**config.mk**
```make
export PLATFORM = sky130hd
export DESIGN_NAME = rtl_handshake_tx
export DESIGN_NICKNAME = d
export VERILOG_FILES = /design/src/rtl/rtl_handshake_pkg.sv /design/src/rtl/rtl_handshake_fifo.sv /design/src/rtl/rtl_handshake_tx.sv
export SDC_FILE = /design/constraint.sdc
export NUM_CORES = 1
export LEC_CHECK = 0
export BUFFER_PORTS_ARGS = -buffer_cell sky130_fd_sc_hd__buf_4
export CORE_MARGIN = 2
export CORE_UTILIZATION = 45
export CTS_CLUSTER_SIZE = 12
export DETAILED_ROUTE_END_ITERATION = 10
export PLACE_DENSITY_LB_ADDON = 0.12
export SLEW_MARGIN = 40
export SYNTH_ARGS = -nofsm -noshare
export SYNTH_HDL_FRONTEND = slang
export SYNTH_SLANG_ARGS = --single-unit
export TNS_END_PERCENT = 20
```
**constraint.sdc**
```tcl
create_clock -name CLK -period 2.1 [get_ports CLK]
set_input_delay 0.42 -clock CLK [delete_from_list [all_inputs] [get_ports CLK]]
set_output_delay 0.42 -clock CLK [all_outputs]
set_load 0.01 [all_outputs]
```
**src/rtl/rtl_handshake_pkg.sv**
```systemverilog
// Shared types and helpers for the handshake transmitter.
//   W          : default operand width
//   req_t      : buffered operand pair {in1, in2}
//   reduce_out : result bit presented alongside each pair
package rtl_handshake_pkg;

    localparam int unsigned W = 4;

    typedef struct packed {
        logic [W-1:0] in1;
        logic [W-1:0] in2;
    } req_t;

    // True only when every bit of v is set (and at least one bit is set).
    function automatic logic reduce_out(input logic [W-1:0] v);
        return (|v) && (&v);
    endfunction

endpackage

```
**src/rtl/rtl_handshake_fifo.sv**
```systemverilog
// Synchronous FIFO for operand pairs.
//   clk, rst   : clock, synchronous active-high reset
//   push_i     : write wr_data_i (ignored while full)
//   pop_i      : advance the head (ignored while empty)
//   rd_data_o  : current head entry
//   count_o    : registered occupancy
//   empty_o    : occupancy is zero
//   full_o     : occupancy equals DEPTH
module rtl_handshake_fifo
    import rtl_handshake_pkg::*;
#(
    parameter int unsigned DEPTH = 4,
    parameter type         T     = req_t
) (
    input  logic                   clk,
    input  logic                   rst,
    input  logic                   push_i,
    input  T                       wr_data_i,
    input  logic                   pop_i,
    output T                       rd_data_o,
    output logic [$clog2(DEPTH):0] count_o,
    output logic                   empty_o,
    output logic                   full_o
);

    localparam int unsigned PTR_W = $clog2(DEPTH);
    localparam int unsigned CNT_W = PTR_W + 1;

    T                   mem_q [DEPTH];
    logic [PTR_W-1:0]   wr_ptr_q;
    logic [PTR_W-1:0]   rd_ptr_q;
    logic [CNT_W-1:0]   count_q;
    logic               push_ok;
    logic               pop_ok;

    assign empty_o   = (count_q == CNT_W'(0));
    assign full_o    = (count_q == CNT_W'(DEPTH));
    assign push_ok   = push_i && !full_o;
    assign pop_ok    = pop_i && !empty_o;
    assign rd_data_o = mem_q[rd_ptr_q];
    assign count_o   = count_q;

    // Pointers wrap naturally; occupancy tracked separately.
    always_ff @(posedge clk) begin
        if (rst) begin
            wr_ptr_q <= '0;
            rd_ptr_q <= '0;
            count_q  <= '0;
        end else begin
            if (push_ok) wr_ptr_q <= wr_ptr_q + PTR_W'(1);
            if (pop_ok)  rd_ptr_q <= rd_ptr_q + PTR_W'(1);
            case ({push_ok, pop_ok})
                2'b10:   count_q <= count_q + CNT_W'(1);
                2'b01:   count_q <= count_q - CNT_W'(1);
                default: count_q <= count_q;
            endcase
        end
    end

    // Storage needs no reset: entries are only visible behind valid pointers.
    always_ff @(posedge clk) begin
        if (push_ok) mem_q[wr_ptr_q] <= wr_data_i;
    end

endmodule

```
**src/rtl/rtl_handshake_tx.sv**
```systemverilog
// Ready/valid transmitter: buffers operand pairs and presents each with its
// reduction result from a single registered output slot.
//   CLK, RESET               : clock, synchronous active-high reset
//   req_valid/req_ready      : upstream operand-pair handshake
//   req_in1, req_in2         : incoming operands
//   handshake_valid/_ready   : downstream result handshake
//   in1, in2, out            : presented pair and its reduction result
//   count                    : FIFO occupancy (output slot excluded)
//   tx_count                 : completed downstream transfers, mod 2^16
module rtl_handshake_tx #(
    parameter int unsigned DEPTH = 4,
    parameter int unsigned W     = 4
) (
    input  logic                   CLK,
    input  logic                   RESET,
    input  logic                   req_valid,
    output logic                   req_ready,
    input  logic [W-1:0]           req_in1,
    input  logic [W-1:0]           req_in2,
    output logic                   handshake_valid,
    input  logic                   handshake_ready,
    output logic [W-1:0]           in1,
    output logic [W-1:0]           in2,
    output logic                   out,
    output logic [$clog2(DEPTH):0] count,
    output logic [15:0]            tx_count
);

    import rtl_handshake_pkg::*;

    typedef enum logic {
        S_EMPTY = 1'b0,
        S_FULL  = 1'b1
    } state_e;

    state_e        state_q;
    logic [W-1:0]  in1_q;
    logic [W-1:0]  in2_q;
    logic          out_q;
    logic [15:0]   tx_count_q;

    req_t          push_data;
    req_t          head;
    logic          fifo_empty;
    logic          fifo_full;
    logic          push;
    logic          pop;
    logic          xfer;

    // req_ready depends only on the registered occupancy.
    assign req_ready = !fifo_full;
    assign push      = req_valid && req_ready;
    assign push_data = '{in1: req_in1, in2: req_in2};
    assign xfer      = (state_q == S_FULL) && handshake_ready;
    // Refill the slot whenever it is empty or being drained this cycle.
    assign pop       = !fifo_empty && ((state_q == S_EMPTY) || handshake_ready);

    rtl_handshake_fifo #(
        .DEPTH (DEPTH),
        .T     (req_t)
    ) u_fifo (
        .clk       (CLK),
        .rst       (RESET),
        .push_i    (push),
        .wr_data_i (push_data),
        .pop_i     (pop),
        .rd_data_o (head),
        .count_o   (count),
        .empty_o   (fifo_empty),
        .full_o    (fifo_full)
    );

    // Output slot FSM; the result bit is computed once at load time.
    always_ff @(posedge CLK) begin
        if (RESET) begin
            state_q    <= S_EMPTY;
            in1_q      <= '0;
            in2_q      <= '0;
            out_q      <= 1'b0;
            tx_count_q <= '0;
        end else begin
            if (xfer) tx_count_q <= tx_count_q + 16'd1;
            if (pop) begin
                state_q <= S_FULL;
                in1_q   <= head.in1;
                in2_q   <= head.in2;
                out_q   <= reduce_out(head.in1);
            end else if (xfer) begin
                state_q <= S_EMPTY;
            end
        end
    end

    assign handshake_valid = (state_q == S_FULL);
    assign in1             = in1_q;
    assign in2             = in2_q;
    assign out             = out_q;
    assign tx_count        = tx_count_q;

endmodule

```
==> results of run 1 <==
[Yosys cell counts]
cell      number
dfxtp_1       35
edfxtp_1      32
nand2_1       23
a21oi_1       20
nor2_1        18
xor2_1        10
mux4_2         8
nand3_1        8
and3_1         5
clkbuf_1       5
ha_1           5
inv_1          4
nand4_1        4
o21ai_0        4
o31ai_1        4
or4_1          4
and4_1         3
nor2b_1        2
nor3_1         2
or3_1          2
xnor2_1        2
a211oi_2       1
a211oi_4       1
and2_1         1
buf_2          1
buf_4          1
fa_1           1
inv_2          1
mux2_1         1
mux2i_1        1
nand2_2        1
nand2b_1       1
nand4_4        1
nor3b_1        1
nor3b_4        1
or3_4          1
or3b_1         1
[power groups by stage]
stage	combinational [mW]	clock [mW]	sequential [mW]
2_1_floorplan	0.668	0	1.78
3_3_place_gp	1.14	0	1.77
3_5_place_dp	1.15	0	1.77
4_1_cts	1.15	1.09	1.74
5_1_grt	1.27	1.16	1.77
6_report	1.15	1.06	1.74
[stage by stage]
step / std cells / instance area [um2]
after floorplan: 216 / 2710
after global placement: 333 / 3140
after detailed placement: 333 / 3140
after CTS: 349 / 3340
after global routing: 350 / 3350
final: 350 / 3350
[sequential cells by signal (all words and copies together), names as in the netlist, named ones only]
signal           count
handshake_valid      1
u_fifo.mem_q        32
tx_count            16
u_fifo.count_o       3
out                  1
in1                  4
u_fifo.wr_ptr_q      2
u_fifo.rd_ptr_q      2
in2                  4
[metal layers]
metal	global-route usage (%)	part of all wire [%]
met5	0	0
met4	6.67	1.9
met3	6.92	5.0
met2	24.7	48
met1	18.5	46
[final cells by class]
type                            instances  area [um2]
Inverter                                5        18.8
Tap cell                               75        93.8
Clock buffer                            9         124
Multi-Input combinational cell        137        1000
Sequential cell                        67        1660
Timing Repair Buffer                   50         375
Clock inverter                          7        75.1
Fill cell                             499        2540
[cells by family after synthesis]
logic type | Yosys count | share of synthesized area, %
AO/OA/AOI/OAI | 30 | 6.74
XOR/XNOR | 12 | 3.88
adder cells (fa/ha/maj) | 6 | 3.05
buffers and inverters | 12 | 1.85
flip-flops | 67 | 61.3
multiplexers | 10 | 7.43
AND/OR/NAND/NOR | 79 | 15.8
[final timing paths]
| path | from | endpoint | slack, ns |
|---|---|---|---|
| worst max-delay path | u_fifo.count_o[2] | u_fifo.count_o[2] | 0.15 |
| worst min-delay path | req_in1[2] | u_fifo.mem_q[3][6] | 0.27 |
| worst max register to register | u_fifo.count_o[2] | u_fifo.count_o[2] | 0.15 |
| worst min register to register | in1[1] | in1[1] | 0.46 |
[worst reg2reg max path, delay by kind of cell (launching register included)]
kind	cells	cell delay, ns
buf+inv	1	0.12
flops	1	0.40
simple gates	1	0.27
fa+ha+maj	1	0.24
compound gates	1	0.29
mux	2	0.52
==> key figures, run 1 <==
Worst setup path
  – WP data arrival: 2.18 ns
  – Critical path's slowest cell: dfxtp_1
  – CP cell instances: nor3b_4 -> inv_2 -> a211oi_4 -> fa_1 -> mux2i_1 -> mux2_1
  – Worst path depth: 6
  – Setup crit end kind: flip-flop
  – Worst Path Buf+Inv: 1
  – CP max FO: 7
  – Critical path's largest stage delay: 0.40 ns
  – Reg2Reg Depth: 6
  – Startpoint types: flip-flop
  – Critical path class: flip-flop to flip-flop
  – Req. time, crit path: 2.33 ns
  – Crit path max-delay family: multiplexers

Routing
  – Vias per Instance: 5.05
  – Drt total wl: 4.77 mm
  – Initial DRC Count: 54
  – Via count: 1769
  – WL/cell: 13.6 um
  – DR pass1 iterations: 4
  – Remaining routing DRC violations: 0
  – Antenna viol nets, final: 0

Floorplanning
  – Die Wd: 81.6 um
  – Die Y: 81.6 um
  – Std cell rows: 28
  – IO Count: 42
  – Die Area: 6660 um2
  – CORE AREA: 5890 um2
  – Initial core utilization: 46.1%

Logic synthesis
  – Mapped Cells: 216
  – Top post-synthesis cells by area: edfxtp_1 (35%), dfxtp_1 (26%), mux4_2 (6.6%)
  – Synth unique cells: 37
  – Syn avg cell area: 12.6 um2
  – Post-synthesis sequential area ratio: 61.3%
  – Area leader, netlist: edfxtp_1
  – Synthesized net count: 234
  – FF+latch count, synth: 67
  – Top cell type's share of synthesized area: 35.4%
  – Synth Warn #: 0
  – Synthesized area: 2710 um2

Layout
  – Final nets: 288
  – Commonest non-fill, non-tap cell in the layout: buf_4
  – Most frequent cells in the layout: buf_4 (50), dfxtp_1 (35), edfxtp_1 (32)
  – Number of diodes: 0
  – Post-layout util: 56.9%
  – Area grow syn2layout: 23.5%
  – Layout cells sized above 1: 29.1%

Pwr
  – Clock network fraction of design power: 26.8%
  – Net Sw Power: 1.22 mW
  – Internal power: 2.72 mW
  – Share of power burned in registers: 44.1%
  – Switching part of the total: 30.9%
  – P per Cell Area: 1180 nW/um2
  – Comb power frac: 29.1%
  – Total leakage power: 1.27 nW
  – Max VDD drop: 569 uV
  – Final Total Pwr: 3.94 mW

Clocking
  – Clock-pin slew on the worst setup and hold paths: 0.07 ns
  – Postcts setup bufs: 0
  – TritonCTS Sinks: 67
  – Hold buffer count at cts: 0
  – Root Buffer: clkbuf_8
  – Htree depth: 3
  – Clock Latency Late Sink: 0.34 ns
  – CTS tree: built
  – Deepest clock path buffer count: 2
  – Post-cts sizing count: 0
  – Num CTS Buffers: 9

STA
  – Final Hold Fails: 0
  – TNS Setup: 0 ns
  – Max Freq: 513 MHz
  – Final setup margin: 0.152 ns
  – Slew Viols, Final: 0
  – Setup Skew: 0.00585 ns
  – Worst slew pin tran: 0.462 ns
  – Crit share post-route: 92.8%
  – RSZ-0062 raised after global routing: no
  – WHS: 0.274 ns
  – Shortest period the worst path allows: 1.95 ns
  – Worst relative slew slack: 69.2%
  – # setup viols final: 0

Place
  – Setup WS pre-CTS: 0.0727 ns
  – Port bufs: 41
  – Post-DP HPWL: 3.38 mm
  – Final RePlAce weighted congestion: 0.747

Global routing
  – Largest net degree at the start of global routing: 25
  – Vias in the first global route: 1584
  – First-pass GRT wire length: 7.51 mm
  – Initial antenna violation count: 0
  – GR Util All Layers: 15.6%
  – GRT overflow: 0

Hold path
  – Min-delay worst type: input pin to flip-flop
  – Worst hold stages: 1

Status
  – Outcome: complete, no violations

Flow run
  – Max Cap Viol: 0
Power figures use the tool's default switching activity.
==> inputs of run 2 (changes only) <==
--- a/config.mk
+++ b/config.mk
@@ -11,6 +11,7 @@
 export CTS_CLUSTER_SIZE = 12
 export DETAILED_ROUTE_END_ITERATION = 10
 export PLACE_DENSITY_LB_ADDON = 0.12
+export SETUP_SLACK_MARGIN = 0.2
 export SLEW_MARGIN = 40
 export SYNTH_ARGS = -nofsm -noshare
 export SYNTH_HDL_FRONTEND = slang
==> key figures, run 2 (synthesis gave the netlist of run 1 again) <==
Flow run
  – Max Cap Viol: 0 (unchanged)

STA
  – Final Hold Fails: 0 (unchanged)
  – TNS Setup: 0 ns (unchanged)
  – Worst relative slew slack: 68.7% (-0.46 points)
  – Max Freq: 558 MHz (+8.7%)
  – Crit share post-route: 85.4% (-7.4 points)
  – # setup viols final: 0 (unchanged)
  – Slew Viols, Final: 0 (unchanged)
  – RSZ-0062 raised after global routing: yes
  – Shortest period the worst path allows: 1.79 ns (-0.156 ns)
  – Final setup margin: 0.308 ns (+0.156 ns)
  – Setup Skew: 0.0106 ns (+0.00472 ns)
  – Worst slew pin tran: 0.469 ns (+0.00691 ns)

Global routing
  – Vias in the first global route: 1639 (+3.5%)
  – Largest net degree at the start of global routing: 37 (+48%)
  – Initial antenna violation count: 0 (unchanged)
  – GR Util All Layers: 16.4% (+0.77 points)
  – First-pass GRT wire length: 7.90 mm (+5.1%)
  – GRT overflow: 0 (unchanged)

Layout
  – Largest register by flop count: u_fifo.mem_q
  – Number of flip-flops under the largest register name: 32 (unchanged)
  – Most frequent cells in the layout: buf_4 (49), dfxtp_1 (32), edfxtp_1 (32)
  – Final nets: 287 (-0.35%)
  – Layout cells sized above 1: 30.3% (+1.2 points)
  – Number of diodes: 0 (unchanged)
  – Area grow syn2layout: 24.3%
  – Commonest non-fill, non-tap cell in the layout: buf_4
  – Area occupied by multi-input gates: 1000 um2 (+0.25%)
  – FF+latch area: 1670 um2 (+0.53%)
  – Final Cell Area: 3370 um2 (+0.64%)
  – Layout filler cell count: 533 (+6.8%)
  – Cell Count, Final, Fillers Out: 349 (-0.29%)

Place
  – Port bufs: 41 (unchanged)
  – Placed cells: 329 (-1.2%)
  – Setup WS pre-CTS: 0.119 ns (+0.0460 ns)
  – Final RePlAce weighted congestion: 0.740 (-0.95%)
  – Placed cell areas: 3120 um2 (-0.68%)
  – Post-DP HPWL: 3.32 mm (-1.7%)

Clocking
  – TritonCTS Sinks: 67 (unchanged)
  – Clock-pin slew on the worst setup and hold paths: 0.08 ns (about the same)
  – Root Buffer: clkbuf_8
  – Hold buffer count at cts: 0 (unchanged)
  – Deepest clock path buffer count: 2 (unchanged)
  – CTS tree: built
  – Htree depth: 3 (unchanged)
  – Clock Latency Late Sink: 0.35 ns (about the same)
  – Num CTS Buffers: 9 (unchanged)

Floorplanning
  – CORE AREA: 5890 um2 (unchanged)
  – IO Count: 42 (unchanged)
  – Initial core utilization: 46.1% (unchanged)
  – Std cell rows: 28 (unchanged)
  – Die Wd: 81.6 um (unchanged)
  – Die Area: 6660 um2 (unchanged)
  – Die Y: 81.6 um (unchanged)

Routing
  – WL/cell: 14.3 um (+5.1%)
  – Drt total wl: 5.01 mm (+4.8%)
  – Via count: 1800 (+1.8%)
  – Antenna viol nets, final: 0 (unchanged)
  – Initial DRC Count: 56 (+3.7%)
  – DR pass1 iterations: 5 (+1)
  – Vias per Instance: 5.16 (+2.0%)
  – Remaining routing DRC violations: 0 (unchanged)

Hold path
  – Min-delay worst type: input pin to flip-flop

Worst setup path
  – Startpoint types: flip-flop
  – CP max FO: 6 (-1)
  – WP data arrival: 2.03 ns (-0.15 ns)
  – Critical path class: flip-flop to flip-flop
  – Req. time, crit path: 2.34 ns (about the same)
  – Setup crit end kind: flip-flop

Pwr
  – Max VDD drop: 811 uV (+43%)
  – P per Cell Area: 1210 nW/um2 (+2.8%)
  – Final Total Pwr: 4.07 mW (+3.4%)
  – Total leakage power: 1.27 nW (+0.15%)

Status
  – Outcome: complete, no violations
run 2: cell type report:
| class | count | area share (%) |
|---|---|---|
| sequential | 67 | 49.6 |
| multi-input combinational | 137 | 29.7 |
| timing repair buffer | 49 | 10.9 |
| clock buffer | 9 | 3.68 |
| tap | 75 | 2.78 |
| clock inverter | 7 | 2.75 |
| inverter | 5 | 0.557 |
run 2: critical path: stages, from the launching register on:
cell and delay, ns:
dfxtp_4 0.37, nor3b_4 0.22, inv_2 0.09, a211oi_4 0.23, fa_2 0.24, mux2i_1 0.20
mux2_1 0.32
run 2: worst paths after layout:
path,startpoint,cells past startpoint,to,slack [ns]
setup / recovery,u_fifo.count_o[1],6,u_fifo.count_o[2],0.31
hold / removal,req_in1[0],1,u_fifo.mem_q[1][4],0.27
setup reg to reg,u_fifo.count_o[1],6,u_fifo.count_o[2],0.31
hold reg to reg,in1[2],2,in1[2],0.46
run 2: layer usage:
metal / share of wire [%] / routed length [um] / vias up / track usage [%]
li1: - / - / 892 / -
met1: 45 / 2240 / 869 / 20.2
met2: 49 / 2470 / 33 / 26.5
met3: 4.5 / 224 / 6 / 6.04
met4: 1.4 / 72 / 0 / 6.00
met5: 0 / 0 / - / 0
run 2: where the power goes:
group | total [mW] | leakage (nW) | internal (mW) | switching (mW)
sequential | 1.76 | 0.580 | 1.60 | 0.166
combinational | 1.15 | 0.587 | 0.580 | 0.573
clock | 1.16 | 0.103 | 0.663 | 0.492
total | 4.07 | 1.27 | 2.84 | 1.23
run 2: through the flow:
| stage | utilization, % | hold WS, ns |
|---|---|---|
| after global routing | 57.2 | 0.264 |
| final | 57.2 | 0.272 |
| after detailed placement | 53.0 | 0.451 |
| after global placement | 53.0 | 0.445 |
| after floorplan | - | 0.472 |
| after CTS | 57.0 | 0.266 |
run 2: what timing repair did:
| action | in CTS | in global routing |
|---|---|---|
| buffers inserted | 2 | 2 |
| cloned | 0 | 0 |
| pin swaps | 2 | 3 |
| gates resized for setup | 0 | 1 |
| setup endpoints to repair | 1 | 1 |
==> inputs of run 3 (changes only) <==
--- a/config.mk
+++ b/config.mk
@@ -5,6 +5,7 @@
 export SDC_FILE = /design/constraint.sdc
 export NUM_CORES = 1
 export LEC_CHECK = 0
+export ABC_AREA = 1
 export BUFFER_PORTS_ARGS = -buffer_cell sky130_fd_sc_hd__buf_4
 export CORE_MARGIN = 2
 export CORE_UTILIZATION = 45
==> key figures, run 3 <==
Status
  – Outcome: complete, no violations

STA
  – WHS: 0.282 ns (+0.00944 ns)
  – RSZ-0062 raised after global routing: no
  – Max Freq: 610 MHz (+9.4%)
  – Shortest period the worst path allows: 1.64 ns (-0.154 ns)
  – Final setup margin: 0.462 ns (+0.154 ns)
  – Worst relative slew slack: 73.1% (+4.4 points)
  – Slew Viols, Final: 0 (unchanged)
  – Setup Skew: 0.0118 ns (+0.00124 ns)
  – Worst slew pin tran: 0.402 ns (-0.0669 ns)
  – Crit share post-route: 78.0% (-7.3 points)
  – # setup viols final: 0 (unchanged)
  – Final Hold Fails: 0 (unchanged)
  – TNS Setup: 0 ns (unchanged)

Logic synthesis
  – Synthesized net count: 330 (+41%)
  – Most common cell in the netlist: nor2_1
  – Synth Flop Type: dfxtp_1
  – FF+latch count, synth: 67 (unchanged)
  – Synth Area in Simple Gates: 20.9% (+5.1 points)
  – Area leader, netlist: edfxtp_1
  – Synth Warn #: 0 (unchanged)
  – Commonest cells post-synth: nor2_1 (52), nand2_1 (48), inv_1 (38), dfxtp_1 (35), edfxtp_1 (32)
  – Post-synth EDFFs: 32 (unchanged)
  – Synth unique cells: 29 (-22%)
  – Top post-synthesis cells by area: edfxtp_1 (33%), dfxtp_1 (24%), nor2_1 (6.8%)
  – Synth Area in Compound Gates: 9.97% (+3.2 points)
  – Largest family of logic cells by synthesized area: simple AND/OR/NAND/NOR gates
  – Post-synthesis sequential area ratio: 57.8% (-3.5 points)
  – Syn avg cell area: 9.22 um2 (-27%)
  – Mux share of post-synthesis cell area: 0% (-7.4 points)
  – Top cell type's share of synthesized area: 33.4% (-2.0 points)
  – Synth Area in XOR/XNOR: 0.305% (-3.6 points)
  – Synthesized area: 2880 um2 (+6.0%)
  – Mapped Cells: 312 (+44%)
  – Async SR Flop Fraction: 0% (unchanged)
  – Post-synthesis adder-cell area fraction: 2.87% (-0.17 points)

Routing
  – DR pass1 iterations: 4 (-1)
  – Remaining routing DRC violations: 0 (unchanged)
  – Vias per Instance: 4.81 (-6.8%)
  – Initial DRC Count: 88 (+57%)
  – WL/cell: 12.5 um (-13%)
  – Antenna viol nets, final: 0 (unchanged)
  – Drt total wl: 5.56 mm (+11%)
  – Via count: 2139 (+19%)

Clocking
  – Clock-pin slew on the worst setup and hold paths: 0.08 ns (about the same)
  – Deepest clock path buffer count: 2 (unchanged)
  – Post-cts sizing count: 0 (unchanged)
  – Hold buffer count at cts: 0 (unchanged)
  – Num CTS Buffers: 9 (unchanged)
  – Root Buffer: clkbuf_8
  – Clock Latency Late Sink: 0.34 ns (about the same)
  – Postcts setup bufs: 0 (-2)
  – Htree depth: 3 (unchanged)
  – CTS tree: built
  – TritonCTS Sinks: 67 (unchanged)

Hold path
  – HP Start: req_in2[1]
  – Min-delay worst type: input pin to flip-flop
  – Worst Hold Path EP: u_fifo.mem_q[3][1]
  – Worst hold stages: 1 (unchanged)

Floorplanning
  – Die Y: 83.9 um (+2.8%)
  – Initial core utilization: 45.8% (-0.26 points)
  – IO Count: 42 (unchanged)
  – Std cell rows: 29 (+3.6%)
  – Die Wd: 83.9 um (+2.8%)
  – Die Area: 7050 um2 (+5.8%)
  – CORE AREA: 6280 um2 (+6.7%)

Global routing
  – GR Util All Layers: 16.8% (+0.47 points)
  – Met1 Use GR: 22.0% (+1.8 points)
  – Met2 track demand over resource: 26.8% (+0.36 points)
  – GRT overflow: 0 (unchanged)
  – Initial antenna violation count: 0 (unchanged)
  – Largest net degree at the start of global routing: 20 (-46%)
  – Gr busiest metal: met2
  – Vias in the first global route: 2006 (+22%)
  – Met3 Use GR: 4.35% (-1.7 points)
  – First-pass GRT wire length: 9.34 mm (+18%)

Worst setup path
  – Startpoint types: flip-flop
  – Critical path class: flip-flop to flip-flop
  – Reg2Reg Depth: 10 (+4)
  – CP max FO: 10 (+4)
  – WP data arrival: 1.88 ns (-0.15 ns)
  – Req. time, crit path: 2.34 ns (about the same)
  – Setup crit end kind: flip-flop
  – Launching point of the worst reg2reg path: u_fifo.count_o[0]
  – Reg2reg setup slack: 0.46 ns (+0.15 ns)
  – R2R Path End: u_fifo.count_o[2]

Place
  – Placed cell areas: 3260 um2 (+4.4%)
  – Final RePlAce weighted congestion: 0.720 (-2.7%)
  – Post-DP HPWL: 3.89 mm (+17%)
  – Port bufs: 41 (unchanged)
  – Placed cells: 429 (+30%)
  – Setup WS pre-CTS: 0.405 ns (+0.286 ns)

Layout
  – Final nets: 381 (+33%)
  – Largest register by flop count: u_fifo.mem_q
  – Commonest non-fill, non-tap cell in the layout: nor2_1
  – Final Cell Area: 3440 um2 (+2.1%)
  – Cell Count, Final, Fillers Out: 445 (+28%)
  – Number of diodes: 0 (unchanged)
  – Most frequent cells in the layout: nor2_1 (52), nand2_1 (48), buf_4 (47)
  – Layout cells sized above 1: 21.2% (-9.1 points)
  – Number of flip-flops under the largest register name: 32 (unchanged)
  – Area grow syn2layout: 19.7%

Pwr
  – P per Cell Area: 1170 nW/um2 (-3.6%)
  – Max VDD drop: 649 uV (-20%)
  – Total leakage power: 1.45 nW (+14%)

Flow run
  – Max Cap Viol: 0 (unchanged)
## run 3: cell count changes after synthesis, sizes merged, moves of 6 or more
| cell | previous run | this run |
|---|---|---|
| nor2 | 18 | 58 |
| inv | 5 | 42 |
| nand2 | 24 | 55 |
| o21ai | 4 | 30 |
| xor2 | 10 | 1 |
| mux4 | 8 | 0 |
| nand3 | 8 | 14 |
## run 3: per-layer routing
metal / up-vias / wire (um) / share of wire (%)
met5: - / 0 / 0
met4: 0 / 61 / 1.1
met3: 5 / 294 / 5.3
met2: 52 / 2550 / 46
met1: 963 / 2660 / 48
li1: 1119 / - / -
## run 3: area by class of cell
type | count | area, um2
inverters | 43 | 166
well taps | 77 | 96.3
multi-input cells | 195 | 980
repair buffers | 47 | 353
clock buffers | 10 | 128
fillers | 610 | 2840
clock inverters | 6 | 56.3
flip-flops and latches | 67 | 1660
## run 3: stage by stage
stage	util [%]	power [mW]
floorplan	-	2.66
global placement	51.9	3.02
detailed placement	51.9	3.03
CTS	54.8	4.06
global route	54.8	4.27
finish	54.8	4.01
## run 3: critical path, cell delays in order, from the launching register on
cell and delay [ns]:
dfxtp_1 0.49, nor2_4 0.08, nand2_2 0.09, nand2_4 0.09, inv_4 0.08, nor2_4 0.04, fa_1 0.38, inv_1 0.07
nand2_1 0.06, a21oi_1 0.12, nor2_1 0.05
## run 3: power by group
| part | total, mW | internal (mW) | switching [mW] | leakage [nW] |
|---|---|---|---|---|
| registers | 1.78 | 1.61 | 0.177 | 0.580 |
| clock network | 1.02 | 0.538 | 0.479 | 0.0935 |
| logic | 1.21 | 0.477 | 0.732 | 0.773 |
## run 3: cell families after synthesis
family	count (synthesis)
fa+ha+maj	6
xor+xnor	1
compound gates	55
simple gates	133
flops	67
buf+inv	50
## run 3: worst max path at each step
stage	slack, ns	end	start	cells after the start
final	0.46	u_fifo.count_o[2]	u_fifo.count_o[0]	10
after global routing	0.32	u_fifo.count_o[2]	u_fifo.count_o[0]	10
after CTS	0.46	u_fifo.count_o[2]	u_fifo.count_o[0]	10
after detailed placement	0.40	u_fifo.count_o[2]	handshake_ready	10
after global placement	0.41	u_fifo.count_o[2]	handshake_ready	10
after floorplan	0.49	u_fifo.count_o[2]	u_fifo.count_o[0]	10
